==> src/rtl/ctrl_bus_master.sv <==
// ---------------------------------------------------------------------------
// ctrl_bus_master
//
// Turns one upstream command (read or write) into a single strobe on a simple
// responder bus, waits for the read data if needed, and hands back one
// response. Only one transaction is in flight at a time.
//
// Parameters
//   READ_LATENCY   : cycles from the read_req strobe to the cycle data_read is
//                    captured (1..15)
//   TIMEOUT_CYCLES : maximum cycles spent waiting on busy (2..65535); only
//                    used when CTRL_BUS_MASTER_TIMEOUT_EN is defined
//
// Optional feature macro
//   CTRL_BUS_MASTER_TIMEOUT_EN : when defined, a command that sees busy high
//                    for TIMEOUT_CYCLES cycles is abandoned with rsp_error=1
//                    and rsp_data=32'hDEAD_BEEF. When undefined the master
//                    waits on busy indefinitely and rsp_error is tied low.
//
// Ports
//   clk, reset          : clock, synchronous active-high reset
//   cmd_valid/cmd_ready : upstream command handshake
//   cmd_write/cmd_addr/cmd_data : command fields (1=write)
//   rsp_valid/rsp_ready : downstream response handshake
//   rsp_data/rsp_error  : response payload (0 data for writes)
//   write_req/read_req  : single-cycle strobes to the responder
//   addr/data_write     : responder address / write data
//   data_read           : responder read data
//   busy                : responder cannot take a strobe
// All outputs are driven straight from registers.
// ---------------------------------------------------------------------------
module ctrl_bus_master #(
    parameter int READ_LATENCY   = 2,
    parameter int TIMEOUT_CYCLES = 1024
) (
    input  logic        clk,
    input  logic        reset,
    input  logic        cmd_valid,
    output logic        cmd_ready,
    input  logic        cmd_write,
    input  logic [25:0] cmd_addr,
    input  logic [31:0] cmd_data,
    output logic        rsp_valid,
    input  logic        rsp_ready,
    output logic [31:0] rsp_data,
    output logic        rsp_error,
    output logic        write_req,
    output logic        read_req,
    output logic [25:0] addr,
    output logic [31:0] data_write,
    input  logic [31:0] data_read,
    input  logic        busy
);

    typedef enum logic [2:0] {
        IDLE,
        WAIT_BUSY,
        ISSUE,
        READ_WAIT,
        RESP
    } state_t;

    localparam logic [3:0]  LAT_LAST = 4'(READ_LATENCY);
`ifdef CTRL_BUS_MASTER_TIMEOUT_EN
    // Last WAIT_BUSY cycle allowed with busy high; the counter equals the
    // number of busy cycles already spent.
    localparam logic [15:0] WAIT_LAST = 16'(TIMEOUT_CYCLES - 1);
`endif

    state_t      state_reg;
    state_t      state_next;
    logic        is_write_reg;
    logic [15:0] wait_cnt_reg;
    logic [3:0]  lat_cnt_reg;
    logic        cmd_ready_reg;
    logic        write_req_reg;
    logic        read_req_reg;
    logic [25:0] addr_reg;
    logic [31:0] data_write_reg;
    logic        rsp_valid_reg;
    logic [31:0] rsp_data_reg;
`ifdef CTRL_BUS_MASTER_TIMEOUT_EN
    logic        rsp_error_reg;
`endif

    // ---------------------------------------------------------------- next state
    always_comb begin
        state_next = state_reg;
        case (state_reg)
            IDLE: begin
                if (cmd_valid && cmd_ready_reg) begin
                    state_next = WAIT_BUSY;
                end
            end
            WAIT_BUSY: begin
                if (!busy) begin
                    state_next = ISSUE;
                end
`ifdef CTRL_BUS_MASTER_TIMEOUT_EN
                else if (wait_cnt_reg >= WAIT_LAST) begin
                    state_next = RESP;
                end
`endif
            end
            ISSUE: begin
                state_next = is_write_reg ? RESP : READ_WAIT;
            end
            READ_WAIT: begin
                // busy is deliberately not looked at here: the responder has
                // already taken the strobe and will deliver on schedule.
                if (lat_cnt_reg == LAT_LAST) begin
                    state_next = RESP;
                end
            end
            RESP: begin
                if (rsp_ready) begin
                    state_next = IDLE;
                end
            end
            default: state_next = IDLE;
        endcase
    end

    // ----------------------------------------------------- registers / outputs
    // Outputs are computed from state_next so that they are registered yet
    // line up with the state they belong to.
    always_ff @(posedge clk) begin
        if (reset) begin
            state_reg      <= IDLE;
            is_write_reg   <= 1'b0;
            wait_cnt_reg   <= '0;
            lat_cnt_reg    <= '0;
            cmd_ready_reg  <= 1'b1;
            write_req_reg  <= 1'b0;
            read_req_reg   <= 1'b0;
            addr_reg       <= '0;
            data_write_reg <= '0;
            rsp_valid_reg  <= 1'b0;
            rsp_data_reg   <= '0;
`ifdef CTRL_BUS_MASTER_TIMEOUT_EN
            rsp_error_reg  <= 1'b0;
`endif
        end else begin
            state_reg     <= state_next;
            cmd_ready_reg <= (state_next == IDLE);
            write_req_reg <= (state_next == ISSUE) && is_write_reg;
            read_req_reg  <= (state_next == ISSUE) && !is_write_reg;
            rsp_valid_reg <= (state_next == RESP);

            case (state_reg)
                IDLE: begin
                    if (cmd_valid && cmd_ready_reg) begin
                        is_write_reg   <= cmd_write;
                        addr_reg       <= cmd_addr;
                        data_write_reg <= cmd_data;
                        wait_cnt_reg   <= '0;
                    end
                end
                WAIT_BUSY: begin
                    if (busy && (wait_cnt_reg != 16'hFFFF)) begin
                        wait_cnt_reg <= wait_cnt_reg + 16'd1;
                    end
`ifdef CTRL_BUS_MASTER_TIMEOUT_EN
                    if (state_next == RESP) begin
                        rsp_data_reg  <= 32'hDEAD_BEEF;
                        rsp_error_reg <= 1'b1;
                    end
`endif
                end
                ISSUE: begin
                    // The cycle after the strobe is latency cycle 1.
                    lat_cnt_reg <= 4'd1;
                    if (is_write_reg) begin
                        rsp_data_reg <= '0;
                    end
`ifdef CTRL_BUS_MASTER_TIMEOUT_EN
                    rsp_error_reg <= 1'b0;
`endif
                end
                READ_WAIT: begin
                    if (lat_cnt_reg == LAT_LAST) begin
                        rsp_data_reg <= data_read;
                    end else begin
                        lat_cnt_reg <= lat_cnt_reg + 4'd1;
                    end
                end
                default: ;
            endcase
        end
    end

    assign cmd_ready  = cmd_ready_reg;
    assign write_req  = write_req_reg;
    assign read_req   = read_req_reg;
    assign addr       = addr_reg;
    assign data_write = data_write_reg;
    assign rsp_valid  = rsp_valid_reg;
    assign rsp_data   = rsp_data_reg;
`ifdef CTRL_BUS_MASTER_TIMEOUT_EN
    assign rsp_error  = rsp_error_reg;
`else
    assign rsp_error  = 1'b0;
`endif

endmodule

==> config.mk <==
export PLATFORM = sky130hd
export DESIGN_NAME = ctrl_bus_master
export DESIGN_NICKNAME = d
export VERILOG_FILES = /design/src/rtl/ctrl_bus_master.sv
export SDC_FILE = /design/constraint.sdc
export NUM_CORES = 1
export LEC_CHECK = 0
export ABC_AREA = 1
export CAP_MARGIN = 20
export CORE_ASPECT_RATIO = 0.5
export CORE_UTILIZATION = 43
export DETAILED_ROUTE_END_ITERATION = 12
export GPL_TIMING_DRIVEN = 0
export PLACE_DENSITY = 0.85
export SETUP_SLACK_MARGIN = 0.15
export SYNTH_ARGS = -nofsm -noshare
export SYNTH_HDL_FRONTEND = slang
export SYNTH_SLANG_ARGS = --single-unit
==> constraint.sdc <==
create_clock -name clk -period 3.2 [get_ports clk]
set_input_delay 0.64 -clock clk [delete_from_list [all_inputs] [get_ports clk]]
set_output_delay 0.64 -clock clk [all_outputs]
set_load 0.03 [all_outputs]
==> results of run 1 <==
[synth_stat cells (3+ instances only)]
library cell  count  share of area
o21ai_0          86           0.11
buf_4             4         0.0079
nand2_1          14          0.014
nand3_1           5         0.0066
nor2_1          162           0.16
buf_6             3         0.0089
o21ai_1           8          0.011
inv_1            15          0.015
dfxtp_1         102           0.54
nor3_1            3         0.0039
a22oi_1          32          0.063
a21oi_1           3         0.0039
buf_2            11          0.014
clkbuf_1         17          0.017
[layout make-up]
| cell class | instances | share of cell area |
|---|---|---|
| inverters | 16 | 0.009715 |
| multi-input cells | 325 | 0.2469 |
| clock inverters | 6 | 0.01781 |
| clock buffers | 10 | 0.03704 |
| well taps | 112 | 0.02267 |
| repair buffers | 189 | 0.3060 |
| flip-flops and latches | 102 | 0.3303 |
| plain buffers | 35 | 0.02955 |
[routing by layer]
layer  vias to the layer above  wire length, um  GRT usage
met1                      1794             4721     0.2874
met5                         -                0          0
met3                        22              687    0.06944
met2                       133             5577     0.4192
met4                         0              239    0.08427
li1                       1973                -          -
[per-stage QoR]
step           cell area, um2  std cells    util
6_report                 6182        795  0.7459
5_1_grt                  6182        795  0.7459
4_1_cts                  6182        795  0.7459
3_5_place_dp             5843        779  0.7050
3_3_place_gp             5843        779  0.7050
2_1_floorplan            3811        478       -
[logic make-up after synthesis]
| logic type | synth area share |
|---|---|
| compound gates | 0.1924 |
| fa+ha+maj | 0.006565 |
| buf+inv | 0.06369 |
| flops | 0.5358 |
| other cells | 0.0009840 |
| simple gates | 0.2006 |
[report_power, final]
group / leakage [nW] / switching (mW) / internal (mW)
combinational: 1.67 / 0.731 / 0.534
clock: 0.159 / 0.465 / 0.763
sequential: 0.835 / 0.0906 / 1.45
total: 2.67 / 1.29 / 2.74
[worst max-delay path by stage]
stage	to	slack, ns	from
5_1_grt	rsp_data[27]$_SDFFE_PP0P_	0.98	reset
3_5_place_dp	data_write[4]$_SDFFE_PP0P_	0.84	reset
3_3_place_gp	data_write[1]$_SDFFE_PP0P_	0.86	reset
6_report	data_write[22]	1.15	data_write[22]$_SDFFE_PP0P_
2_1_floorplan	data_write[15]$_SDFFE_PP0P_	1.78	cmd_valid
4_1_cts	data_write[22]	1.14	data_write[22]$_SDFFE_PP0P_
==> impl_metrics.env, run 1 <==
export IMPL_outcome="complete, no violations"
export IMPL_synth_fp_nets=576
export IMPL_drv_slew=0
export IMPL_path_cells="clkdlybuf4s50_1"
export IMPL_min_delay_start="is_write_reg$_SDFFE_PP0P_"
export IMPL_setup_ws_ns=1.154
export IMPL_clk_latency_ns=0.34
export IMPL_die_h_um=68.57
export IMPL_fp_dieW_um=135.1
export IMPL_finalHoldViolations=0
export IMPL_grt_pass1_vias=3504
export IMPL_max_cap_viol_count=0
export IMPL_num_vias=3922
export IMPL_synth_edff_count=0
export IMPL_fin_tns_setup_ns=0
export IMPL_hp_class="flop to flop"
export IMPL_ys_flop_type="dfxtp_1"
export IMPL_critPathBufInv=1
export IMPL_antenna_cells=0
export IMPL_row_count=23
export IMPL_ctsResizeCount=0
export IMPL_drt_iter0_markers=210
export IMPL_grt_max_degree=17
export IMPL_htreeDepth=3
export IMPL_synthCells=478
export IMPL_crit_fanout=2
export IMPL_cp_slowest_cell="clkdlybuf4s50_1"
export IMPL_grt_pass1_wl_um=16980
export IMPL_cp_end_kind="primary output"
export IMPL_syn_to_final_growth_pct=62.21
export IMPL_wl_per_cell_um=14.12
export IMPL_yosysWarnings=0
export IMPL_cts_setup_buffers=0
export IMPL_cp_data_required_time_ns=2.56
export IMPL_syn_area_um2=3811
export IMPL_crit_path_start_kind="flop"
export IMPL_dr_pass1_iters=5
export IMPL_ant_nets=0
export IMPL_period_share=0.6395
export IMPL_hold_ws_ns=0.4770
export IMPL_syn_area_per_cell_um2=7.973
export IMPL_multi_input_area_um2=1526
export IMPL_final_common_cell="clkdlybuf4s50_1"
export IMPL_ir_drop_uv=361.6
export IMPL_rsz0062_at_grt="no"
export IMPL_rrSetupSlack_ns=1.58
export IMPL_hold_path_depth=1
export IMPL_cpPeakStageDelay_ns=0.70
export IMPL_reg2reg_depth=9
export IMPL_reg2reg_from="lat_cnt_reg[0]$_SDFFE_PP0P_"
export IMPL_ys_ff_latch=102
export IMPL_ys_seq_area_frac=0.5358
export IMPL_track_usage=0.2395
export IMPL_finalNetCount=776
export IMPL_vias_per_cell=4.933
export IMPL_setup_viol=0
export IMPL_max_freq_mhz=488.7
export IMPL_reg2reg_to="rsp_data[10]$_SDFFE_PP0P_"
export IMPL_drive_gt1_frac=0.05857
export IMPL_core_area_um2=8288
export IMPL_drc=0
export IMPL_ff_latch_area_um2=2042
export IMPL_antenna_found_initial=0
export IMPL_io_buffers=189
export IMPL_gr_total_overflow=0
export IMPL_finalWirelength_um=11230
export IMPL_cts_sinks=102
export IMPL_critPathKind="flop to primary output"
export IMPL_gp_congestion=0.7844
export IMPL_cts_root_buffer="clkbuf_16"
export IMPL_period_needed_ns=2.046
export IMPL_clock_path_buffers=2
export IMPL_worstHoldEndpoint="read_req$_SDFF_PP0_"
export IMPL_power_leakage_nw=2.665
export IMPL_finClkSkew_ns=0.005463
export IMPL_crit_cells=1
export IMPL_synthArstFlopShare=0
export IMPL_layout_common_cells="clkdlybuf4s50_1, nor2_1, dfxtp_1, o21ai_0, a22oi_1"
export IMPL_critPathArrivalTime_ns=1.41
export IMPL_cts_tree="yes"
export IMPL_ctsHoldBuffers=0
export IMPL_cp_top_family="buffers and inverters"
export IMPL_power_density_nw_per_um2=652.0
export IMPL_ys_types=24
export IMPL_path_clk_slew_ns=0.07
export IMPL_power_mw=4.031
export IMPL_pre_cts_ws_ns=0.8385
export IMPL_hpwlAfterDp_um=8061
export IMPL_die_area_um2=9267
export IMPL_initial_core_util=0.4598
export IMPL_fillers=644
export IMPL_boundaryPins=191
export IMPL_cts_made_buffers=9
Power figures use the tool's default switching activity.
==> inputs of run 2 (changes only) <==
--- a/config.mk
+++ b/config.mk
@@ -8,10 +8,10 @@
 export ABC_AREA = 1
 export CAP_MARGIN = 20
 export CORE_ASPECT_RATIO = 0.5
-export CORE_UTILIZATION = 43
+export CORE_UTILIZATION = 36
 export DETAILED_ROUTE_END_ITERATION = 12
 export GPL_TIMING_DRIVEN = 0
-export PLACE_DENSITY = 0.85
+export PLACE_DENSITY = 0.76
 export SETUP_SLACK_MARGIN = 0.15
 export SYNTH_ARGS = -nofsm -noshare
 export SYNTH_HDL_FRONTEND = slang
==> constraint.sdc (replaced) <==
create_clock -name clk -period 1.7 [get_ports clk]
set_input_delay 0.34 -clock clk [delete_from_list [all_inputs] [get_ports clk]]
set_output_delay 0.34 -clock clk [all_outputs]
set_load 0.03 [all_outputs]
==> impl_metrics.env, run 2 (same netlist as run 1, synthesis figures left out) <==
export IMPL_clock_path_buffers=2
export IMPL_period_share=0.8540
export IMPL_final_common_cell="nor2_1"
export IMPL_max_cap_viol_count=0
export IMPL_syn_to_final_growth_pct=59.62
export IMPL_reg2reg_from="lat_cnt_reg[0]$_SDFFE_PP0P_"
export IMPL_critPathBufInv=1
export IMPL_crit_path_start_kind="flop"
export IMPL_drt_iter0_markers=183
export IMPL_finalWirelength_um=10850
export IMPL_drive_gt1_frac=0.07602
export IMPL_die_area_um2=11030
export IMPL_io_buffers=189
export IMPL_worstHoldEndpoint="read_req$_SDFF_PP0_"
export IMPL_layout_common_cells="nor2_1, dfxtp_1, clkdlybuf4s50_1, dlygate4sd2_1, o21ai_0"
export IMPL_cp_top_family="buffers and inverters"
export IMPL_hold_ws_ns=0.4745
export IMPL_ant_nets=0
export IMPL_antenna_found_initial=0
export IMPL_setup_viol=0
export IMPL_path_clk_slew_ns=0.07
export IMPL_cts_tree="yes"
export IMPL_finalHoldViolations=0
export IMPL_rrSetupSlack_ns=0.26
export IMPL_grt_pass1_wl_um=16790
export IMPL_critPathArrivalTime_ns=1.11
export IMPL_reg2reg_to="rsp_data[7]$_SDFFE_PP0P_"
export IMPL_cts_root_buffer="clkbuf_16"
export IMPL_grtUsageMet3=0.04182
export IMPL_outcome="complete, no violations"
export IMPL_gr_total_overflow=0
export IMPL_top_usage_layer="met2"
export IMPL_rsz0062_at_grt="no"
export IMPL_track_usage=0.1943
export IMPL_power_leakage_nw=3.067
export IMPL_ir_drop_uv=561.7
export IMPL_cpPeakStageDelay_ns=0.43
export IMPL_power_density_nw_per_um2=1149
export IMPL_ff_latch_area_um2=2043
export IMPL_reg2reg_depth=8
export IMPL_htreeDepth=3
export IMPL_hp_class="flop to flop"
export IMPL_period_needed_ns=1.452
export IMPL_row_count=26
export IMPL_stdcell_area_um2=6083
export IMPL_crit_fanout=2
export IMPL_hold_path_depth=1
export IMPL_finClkSkew_ns=0.009634
export IMPL_cp_data_required_time_ns=1.36
export IMPL_hpwlAfterDp_um=8065
export IMPL_cts_made_buffers=9
export IMPL_grt_max_degree=16
export IMPL_max_freq_mhz=688.8
export IMPL_drv_slew=0
export IMPL_wl_per_cell_um=13.16
export IMPL_cp_slowest_cell="dlygate4sd2_1"
export IMPL_gp_congestion=0.7916
export IMPL_grt_pass1_vias=3471
export IMPL_initial_core_util=0.3719
export IMPL_clk_latency_ns=0.34
export IMPL_boundaryPins=191
export IMPL_dpl_cell_area_um2=5878
export IMPL_num_vias=3857
export IMPL_antenna_cells=0
export IMPL_fillers=964
export IMPL_use_met1=0.2458
export IMPL_die_h_um=74.76
export IMPL_drc=0
export IMPL_ctsHoldBuffers=0
export IMPL_fp_dieW_um=147.5
export IMPL_path_cells="dlygate4sd2_1"
export IMPL_core_area_um2=10250
export IMPL_critPathKind="flop to primary output"
export IMPL_cts_sinks=102
export IMPL_gr_usage_met2=0.3370
export IMPL_finalNetCount=777
export IMPL_dr_pass1_iters=5
export IMPL_min_delay_start="is_write_reg$_SDFFE_PP0P_"
export IMPL_multi_input_area_um2=1546
export IMPL_cp_end_kind="primary output"
export IMPL_vias_per_cell=4.681
[run 2: cell types whose count changed in the layout (fill, tap and decap cells not counted), sizes merged]
cell | previous run | this run
bufinv | 3 | 0
dlygate4sd2 | 0 | 94
clkinv | 1 | 3
clkdlybuf4s50 | 189 | 95
buf | 18 | 19
clkbuf | 27 | 30
clkinvlp | 2 | 0
[run 2: timing repair]
item                                    4_1_cts  5_1_grt
endpoints found under the setup margin      124       57
pin swaps                                     0        3
resized for setup                            97       27
setup buffers                                 0        1
[run 2: power breakdown]
part	total [mW]	leakage [nW]	internal, mW	switching (mW)
combinational	2.16	2.09	0.801	1.36
sequential	2.88	0.836	2.72	0.155
clock	1.95	0.140	1.07	0.878
[run 2: how the worst max path moves through the flow]
stage	cells after the start	end	slack (ns)	startpoint
floorplan	9	rsp_data[11]$_SDFFE_PP0P_	0.38	lat_cnt_reg[0]$_SDFFE_PP0P_
global placement	6	data_write[2]$_SDFFE_PP0P_	-0.33	reset
detailed placement	6	data_write[0]$_SDFFE_PP0P_	-0.34	reset
CTS	9	rsp_data[3]$_SDFFE_PP0P_	0.17	lat_cnt_reg[0]$_SDFFE_PP0P_
global route	6	data_write[10]$_SDFFE_PP0P_	0.15	reset
finish	1	rsp_data[2]	0.25	rsp_data[2]$_SDFFE_PP0P_
[run 2: routing by layer]
layer | share of wire | vias to the layer above
met4 | 0.018 | 0
met2 | 0.49 | 97
met1 | 0.45 | 1769
met5 | 0 | -
met3 | 0.044 | 14
li1 | - | 1977
[run 2: final cells by class]
| cell class | count | area share |
|---|---|---|
| Clock inverter | 3 | 0.003085 |
| Buffer | 35 | 0.03250 |
| Clock buffer | 13 | 0.04278 |
| Multi-Input combinational cell | 325 | 0.2542 |
| Tap cell | 140 | 0.02879 |
| Timing Repair Buffer | 190 | 0.2929 |
| Inverter | 16 | 0.009872 |
| Sequential cell | 102 | 0.3359 |
[run 2: stage by stage]
stage / setup TNS [ns] / util / instances / setup slack [ns] / power, mW
after floorplan: 0 / - / 478 / 0.3824 / 4.281
after global placement: -9.273 / 0.5736 / 807 / -0.3285 / 5.288
after detailed placement: -10.20 / 0.5736 / 807 / -0.3403 / 5.318
after CTS: 0 / 0.5897 / 823 / 0.1665 / 7.038
after global routing: 0 / 0.5937 / 824 / 0.1500 / 7.384
final: 0 / 0.5937 / 824 / 0.2481 / 6.991
